### config.mk
export PLATFORM = sky130hd
export DESIGN_NAME = uart_rx_flat
export DESIGN_NICKNAME = d
export VERILOG_FILES = /design/src/rtl/uart_rx_if.sv /design/src/rtl/uart_rx.sv /design/src/flat_wrapper.sv
export SDC_FILE = /design/constraint.sdc
export NUM_CORES = 1
export LEC_CHECK = 0
export ABC_AREA = 1
export CAP_MARGIN = 20
export CORE_ASPECT_RATIO = 1.5
export CORE_MARGIN = 1.5
export CORE_UTILIZATION = 39
export CTS_CLUSTER_DIAMETER = 200
export DETAILED_ROUTE_END_ITERATION = 7
export PLACE_DENSITY_LB_ADDON = 0.3
export RECOVER_POWER = 100
export SLEW_MARGIN = 20
export SYNTH_ARGS = -nofsm -noshare
export SYNTH_HDL_FRONTEND = slang
export SYNTH_SLANG_ARGS = --single-unit
### constraint.sdc
create_clock -name CLK -period 2.5 [get_ports CLK]
set_clock_uncertainty 0.15 [all_clocks]
set_input_delay 0.375 -clock CLK [delete_from_list [all_inputs] [get_ports CLK]]
set_output_delay 0.375 -clock CLK [all_outputs]
set_load 0.1 [all_outputs]
### src/rtl/uart_rx_if.sv
// rtl/uart_rx_if.sv - serial line, configuration and result signals of uart_rx
interface uart_rx_if #(
    parameter int DATA_WIDTH     = 8,
    parameter int PRESCALE_WIDTH = 6
);
    logic                      RX_IN;
    logic [PRESCALE_WIDTH-1:0] Prescale;
    logic                      PAR_EN;
    logic                      PAR_TYP;
    logic [DATA_WIDTH-1:0]     P_DATA;
    logic                      Data_Valid;
    logic                      Parity_Error;
    logic                      Stop_Error;
    logic                      busy;

    modport master (
        output RX_IN, Prescale, PAR_EN, PAR_TYP,
        input  P_DATA, Data_Valid, Parity_Error, Stop_Error, busy
    );

    modport slave (
        input  RX_IN, Prescale, PAR_EN, PAR_TYP,
        output P_DATA, Data_Valid, Parity_Error, Stop_Error, busy
    );
endinterface

### src/rtl/uart_rx.sv
// rtl/uart_rx.sv - oversampling UART receiver with majority vote, parity and stop checks
module uart_rx #(
    parameter int DATA_WIDTH     = 8,
    parameter int PRESCALE_WIDTH = 6
) (
    input  logic       CLK,
    input  logic       RST,
    uart_rx_if.slave   bus
);
    localparam int BW = $clog2(DATA_WIDTH + 3);

    typedef enum logic [2:0] {IDLE, START, DATA, PARITY, STOP} state_t;

    state_t                    state_q, state_d;
    logic [PRESCALE_WIDTH-1:0] edge_q, edge_d;
    logic [BW-1:0]             bit_q, bit_d;
    logic [1:0]                ones_q, ones_d;
    logic [DATA_WIDTH-1:0]     shift_q, shift_d;
    logic [DATA_WIDTH-1:0]     pdata_q, pdata_d;
    logic                      pen_q, pen_d, ptyp_q, ptyp_d;
    logic                      perr_q, perr_d;
    logic                      dv_q, dv_d, pe_q, pe_d, se_q, se_d;

    logic [PRESCALE_WIDTH-1:0] half;
    logic                      last, sample_hit, bit_val;

    assign half       = bus.Prescale >> 1;
    assign last       = (edge_q == bus.Prescale - PRESCALE_WIDTH'(1));
    assign sample_hit = (edge_q == half - PRESCALE_WIDTH'(1)) || (edge_q == half) ||
                        (edge_q == half + PRESCALE_WIDTH'(1));
    // all three votes land before the window's last edge, so ones_q is final there
    assign bit_val    = ones_q[1];

    always_comb begin
        state_d = state_q;
        edge_d  = edge_q;
        bit_d   = bit_q;
        ones_d  = ones_q;
        shift_d = shift_q;
        pdata_d = pdata_q;
        pen_d   = pen_q;
        ptyp_d  = ptyp_q;
        perr_d  = perr_q;
        dv_d    = 1'b0;
        pe_d    = 1'b0;
        se_d    = 1'b0;
        if (state_q == IDLE) begin
            if (!bus.RX_IN) begin
                // the detecting cycle itself counts as edge 0 of the start bit
                state_d = START;
                edge_d  = PRESCALE_WIDTH'(1);
                bit_d   = '0;
                ones_d  = '0;
                pen_d   = bus.PAR_EN;
                ptyp_d  = bus.PAR_TYP;
                perr_d  = 1'b0;
            end
        end else begin
            edge_d = last ? '0 : edge_q + PRESCALE_WIDTH'(1);
            ones_d = last ? 2'd0 : ones_q + {1'b0, sample_hit & bus.RX_IN};
            if (last) begin
                bit_d = bit_q + BW'(1);
                case (state_q)
                    START:   state_d = bit_val ? IDLE : DATA;
                    DATA: begin
                        shift_d = {bit_val, shift_q[DATA_WIDTH-1:1]};
                        if (bit_q == BW'(DATA_WIDTH))
                            state_d = pen_q ? PARITY : STOP;
                    end
                    PARITY: begin
                        perr_d  = bit_val != ((^shift_q) ^ ptyp_q);
                        state_d = STOP;
                    end
                    STOP: begin
                        state_d = IDLE;
                        pe_d    = perr_q;
                        se_d    = ~bit_val;
                        dv_d    = ~perr_q & bit_val;
                        if (~perr_q & bit_val)
                            pdata_d = shift_q;
                    end
                    default: state_d = IDLE;
                endcase
            end
        end
    end

    always_ff @(posedge CLK or negedge RST) begin
        if (!RST) begin
            state_q <= IDLE;
            edge_q  <= '0;
            bit_q   <= '0;
            ones_q  <= '0;
            shift_q <= '0;
            pdata_q <= '0;
            pen_q   <= 1'b0;
            ptyp_q  <= 1'b0;
            perr_q  <= 1'b0;
            dv_q    <= 1'b0;
            pe_q    <= 1'b0;
            se_q    <= 1'b0;
        end else begin
            state_q <= state_d;
            edge_q  <= edge_d;
            bit_q   <= bit_d;
            ones_q  <= ones_d;
            shift_q <= shift_d;
            pdata_q <= pdata_d;
            pen_q   <= pen_d;
            ptyp_q  <= ptyp_d;
            perr_q  <= perr_d;
            dv_q    <= dv_d;
            pe_q    <= pe_d;
            se_q    <= se_d;
        end
    end

    assign bus.P_DATA       = pdata_q;
    assign bus.Data_Valid   = dv_q;
    assign bus.Parity_Error = pe_q;
    assign bus.Stop_Error   = se_q;
    // busy covers the detecting cycle t0, which is still spent in IDLE
    assign bus.busy         = RST & ((state_q != IDLE) | ~bus.RX_IN);
endmodule

### src/flat_wrapper.sv
// flat-port wrapper written by rule: the top's interface ports become plain ports
module uart_rx_flat 
#(
    parameter int DATA_WIDTH     = 8,
    parameter int PRESCALE_WIDTH = 6
)
  (CLK, RST, bus_RX_IN, bus_Prescale, bus_PAR_EN, bus_PAR_TYP, bus_P_DATA, bus_Data_Valid, bus_Parity_Error, bus_Stop_Error, bus_busy);
  uart_rx_if #(.DATA_WIDTH(DATA_WIDTH), .PRESCALE_WIDTH(PRESCALE_WIDTH)) bus_i ();
  input  logic CLK;
  input  logic RST;
  input wire logic [$bits(bus_i.RX_IN)-1:0] bus_RX_IN;
  input wire logic [$bits(bus_i.Prescale)-1:0] bus_Prescale;
  input wire logic [$bits(bus_i.PAR_EN)-1:0] bus_PAR_EN;
  input wire logic [$bits(bus_i.PAR_TYP)-1:0] bus_PAR_TYP;
  output wire logic [$bits(bus_i.P_DATA)-1:0] bus_P_DATA;
  output wire logic [$bits(bus_i.Data_Valid)-1:0] bus_Data_Valid;
  output wire logic [$bits(bus_i.Parity_Error)-1:0] bus_Parity_Error;
  output wire logic [$bits(bus_i.Stop_Error)-1:0] bus_Stop_Error;
  output wire logic [$bits(bus_i.busy)-1:0] bus_busy;
  assign bus_i.RX_IN = bus_RX_IN;
  assign bus_i.Prescale = bus_Prescale;
  assign bus_i.PAR_EN = bus_PAR_EN;
  assign bus_i.PAR_TYP = bus_PAR_TYP;
  assign bus_P_DATA = bus_i.P_DATA;
  assign bus_Data_Valid = bus_i.Data_Valid;
  assign bus_Parity_Error = bus_i.Parity_Error;
  assign bus_Stop_Error = bus_i.Stop_Error;
  assign bus_busy = bus_i.busy;
  uart_rx #(.DATA_WIDTH(DATA_WIDTH), .PRESCALE_WIDTH(PRESCALE_WIDTH)) u_core (.CLK(CLK), .RST(RST), .bus(bus_i));
endmodule
==> metrics.txt <==
worst setup margin=0.176 ns; Cell Area, Synth=2390 µm²; worst r2r path cells=10; die width=67.0 µm; Pre-Repair DR Iteration Count=4; Clock Path Buffers=2; Die Area=6630 µm²; total vias in the final route=2068; RSZ-0062 raised after global routing=false; Final setup viols=0; deepest level of the CTS H-tree=2; leakage power=1.47 nW; Slew HR=0.226; Yosys top cell area share=0.387; placer congestion estimate=0.808; antenna violations before repair=0; largest net degree at the start of global routing=38; cell accounting for the most synthesized area=dfrtp_1; Post CTS Setup Buffer Count=0; VDD IR max=0.371 mV; Min Hold Slack=0.301 ns; commonest register cell after synthesis=dfrtp_1; crit end category=flip-flop; Post-Place Cells=423; sequential area share after synthesis=0.387; minimum clock period=2.32 ns; post-synthesis register bit count=37; Syn Inst Count=319; CP Class=input port to flip-flop; CTS tree=built; launch point of the worst reg-to-reg path=u_core.edge_q[2]; Vert. Die Dim=99.0 µm; Clock transition at path regs=0.07 ns; max-cap violations=0; run status=complete, no violations; CTS buffer count=5; total track usage=0.169; final hold violations=0; Pwr per Cell Area=770 nW/µm²; Post-synth top cells=nand2_1 (113), dfrtp_1 (37), inv_1 (34), nand3_1 (27), nor2_1 (24); grt total ovfl=0; Slew @ Worst Pin=1.17 ns; starting density of the core=0.408; Sink Count=37; YS warnings=0; Site Rows=34; Layout Area Growth over Synthesis=15.6%; Tcrit/Tclk final=0.930; first-pass GRT wire length=8670 µm; dpl hpwl=3860 µm; r2r setup slk=0.48 ns; Place WS=-0.0971 ns; Mapped Nets=338; worst hold path type=input port to async pin; top cells by area, synth=dfrtp_1 (39%), nand2_1 (18%), xor2_1 (6.2%); Root Buffer=clkbuf_8; Detailed Route Iter0 Violations=103; post-CTS resize count=0; DR WL/cell=11.5 µm; antenna viol nets, final=0; top-count cell post-synth=nand2_1; layout cells sized above 1=0.112; overall power=2.13 mW; Critical Path AT=2.34 ns; Async SR Flop Fraction=1.00; Synth cell types=29; Startpoint Class=input port; Clk Latency, worst-skew pair=0.29 ns; final std cells w/o fill=430; vias per cell=4.81; Worst Path Max Fanout=3; core area=5870 µm²; Total Nets Final=377; f_max=430 MHz; WP data required=2.51 ns; # diodes=0; vias in the first global route=1975; I/O Pins=23; Final Routed Wirelength=4940 µm; worst flop-to-flop path endpoint=u_core.ones_q[1]; DRC viols=0; cts hold-fix bufs=0; Mapped Avg Cell Area=7.51 µm²; I/O Buffers=22; Post-synth EDFFs=0; Slew Limit Fails=0
[state kept, by name, summed over array words and instances (netlist names), 2 cells and up]
register and count:
u_core.edge_q 6, u_core.shift_q 8, u_core.bit_q 4, u_core.bus.P_DATA 8, u_core.ones_q 2, u_core.state_q 3
[cells by family (layout without fill, tap and decap cells)]
logic type | after synthesis | after routing | synth area share
buffers and inverters | 46 | 85 | 0.0914
and+or+nand+nor | 180 | 180 | 0.331
DFF | 37 | 37 | 0.387
xor gates and xnor gates | 22 | 22 | 0.0805
AOI/OAI and AO/OA | 25 | 25 | 0.0637
adders and majority gates | 8 | 8 | 0.0418
muxes | 1 | 1 | 0.00470
[per-layer routing]
layer	vias to the layer above	GRT usage	part of all wire	wire length, µm
li1	1072	-	-	-
met1	955	0.206	0.44	2180
met2	33	0.285	0.50	2480
met3	8	0.0342	0.034	170
met4	0	0.0738	0.023	116
met5	-	0	0	0
[power breakdown]
group | switching (mW) | total, mW | internal, mW | leakage (nW)
Sequential | 0.121 | 0.817 | 0.696 | 0.502
Clock | 0.202 | 0.492 | 0.290 | 0.0540
Combinational | 0.520 | 0.824 | 0.304 | 0.910
Total | 0.843 | 2.13 | 1.29 | 1.47
[cells in the final DEF (no fill, tap or decap), drive strengths merged]
| cell type | Yosys | final |
|---|---|---|
| o22ai | 5 | 5 |
| nor3 | 4 | 4 |
| o21ai | 14 | 14 |
| mux2 | 1 | 1 |
| buf | 6 | 14 |
| xnor2 | 5 | 5 |
| nor2 | 27 | 27 |
| nand4 | 1 | 1 |
| ha | 8 | 8 |
| xor2 | 17 | 17 |
| nor3b | 1 | 1 |
| nand2 | 116 | 116 |
| a21oi | 5 | 5 |
| inv | 40 | 40 |
| clkbuf | 0 | 20 |
| nand3b | 2 | 2 |
| clkinv | 0 | 1 |
| a21o | 1 | 1 |
| nand3 | 29 | 29 |
| bufinv | 0 | 1 |
| dfrtp | 37 | 37 |
| clkdlybuf4s50 | 0 | 9 |
[cell type report]
| class | count | area, µm² |
|---|---|---|
| sequential | 37 | 926 |
| multi-input combinational | 236 | 1220 |
| clock inverter | 2 | 35.0 |
| fill | 596 | 3100 |
| inverter | 40 | 155 |
| clock buffer | 5 | 68.8 |
| timing repair buffer | 38 | 269 |
| tap | 72 | 90.1 |
[worst max-delay path, stage by stage]
cell	delay, ns
clkdlybuf4s50_1	0.48
inv_1	0.08
ha_1	0.30
xor2_1	0.20
nand3b_1	0.13
nor2_1	0.05
nand2_1	0.05
nand2_1	0.04
nor2_1	0.13
nor2_1	0.06
ha_1	0.18
xnor2_1	0.15
o22ai_1	0.10
[per-stage QoR]
| step | TNS [ns] | area (µm²) | util |
|---|---|---|---|
| finish | 0 | 2770 | 0.472 |
| global route | 0 | 2770 | 0.472 |
| CTS | 0 | 2860 | 0.486 |
| detailed placement | -0.237 | 2750 | 0.469 |
| global placement | -0.0444 | 2750 | 0.469 |
| floorplan | 0 | 2390 | - |
[worst max path at each step]
stage,end,from
floorplan,u_core.ones_q[1],bus_Prescale[1]
global placement,u_core.ones_q[1],bus_Prescale[1]
detailed placement,u_core.ones_q[1],bus_Prescale[1]
CTS,u_core.ones_q[1],bus_Prescale[1]
global route,u_core.bit_q[3],bus_Prescale[1]
finish,u_core.ones_q[1],bus_Prescale[1]
No activity file was read; power rests on OpenSTA's default activity.
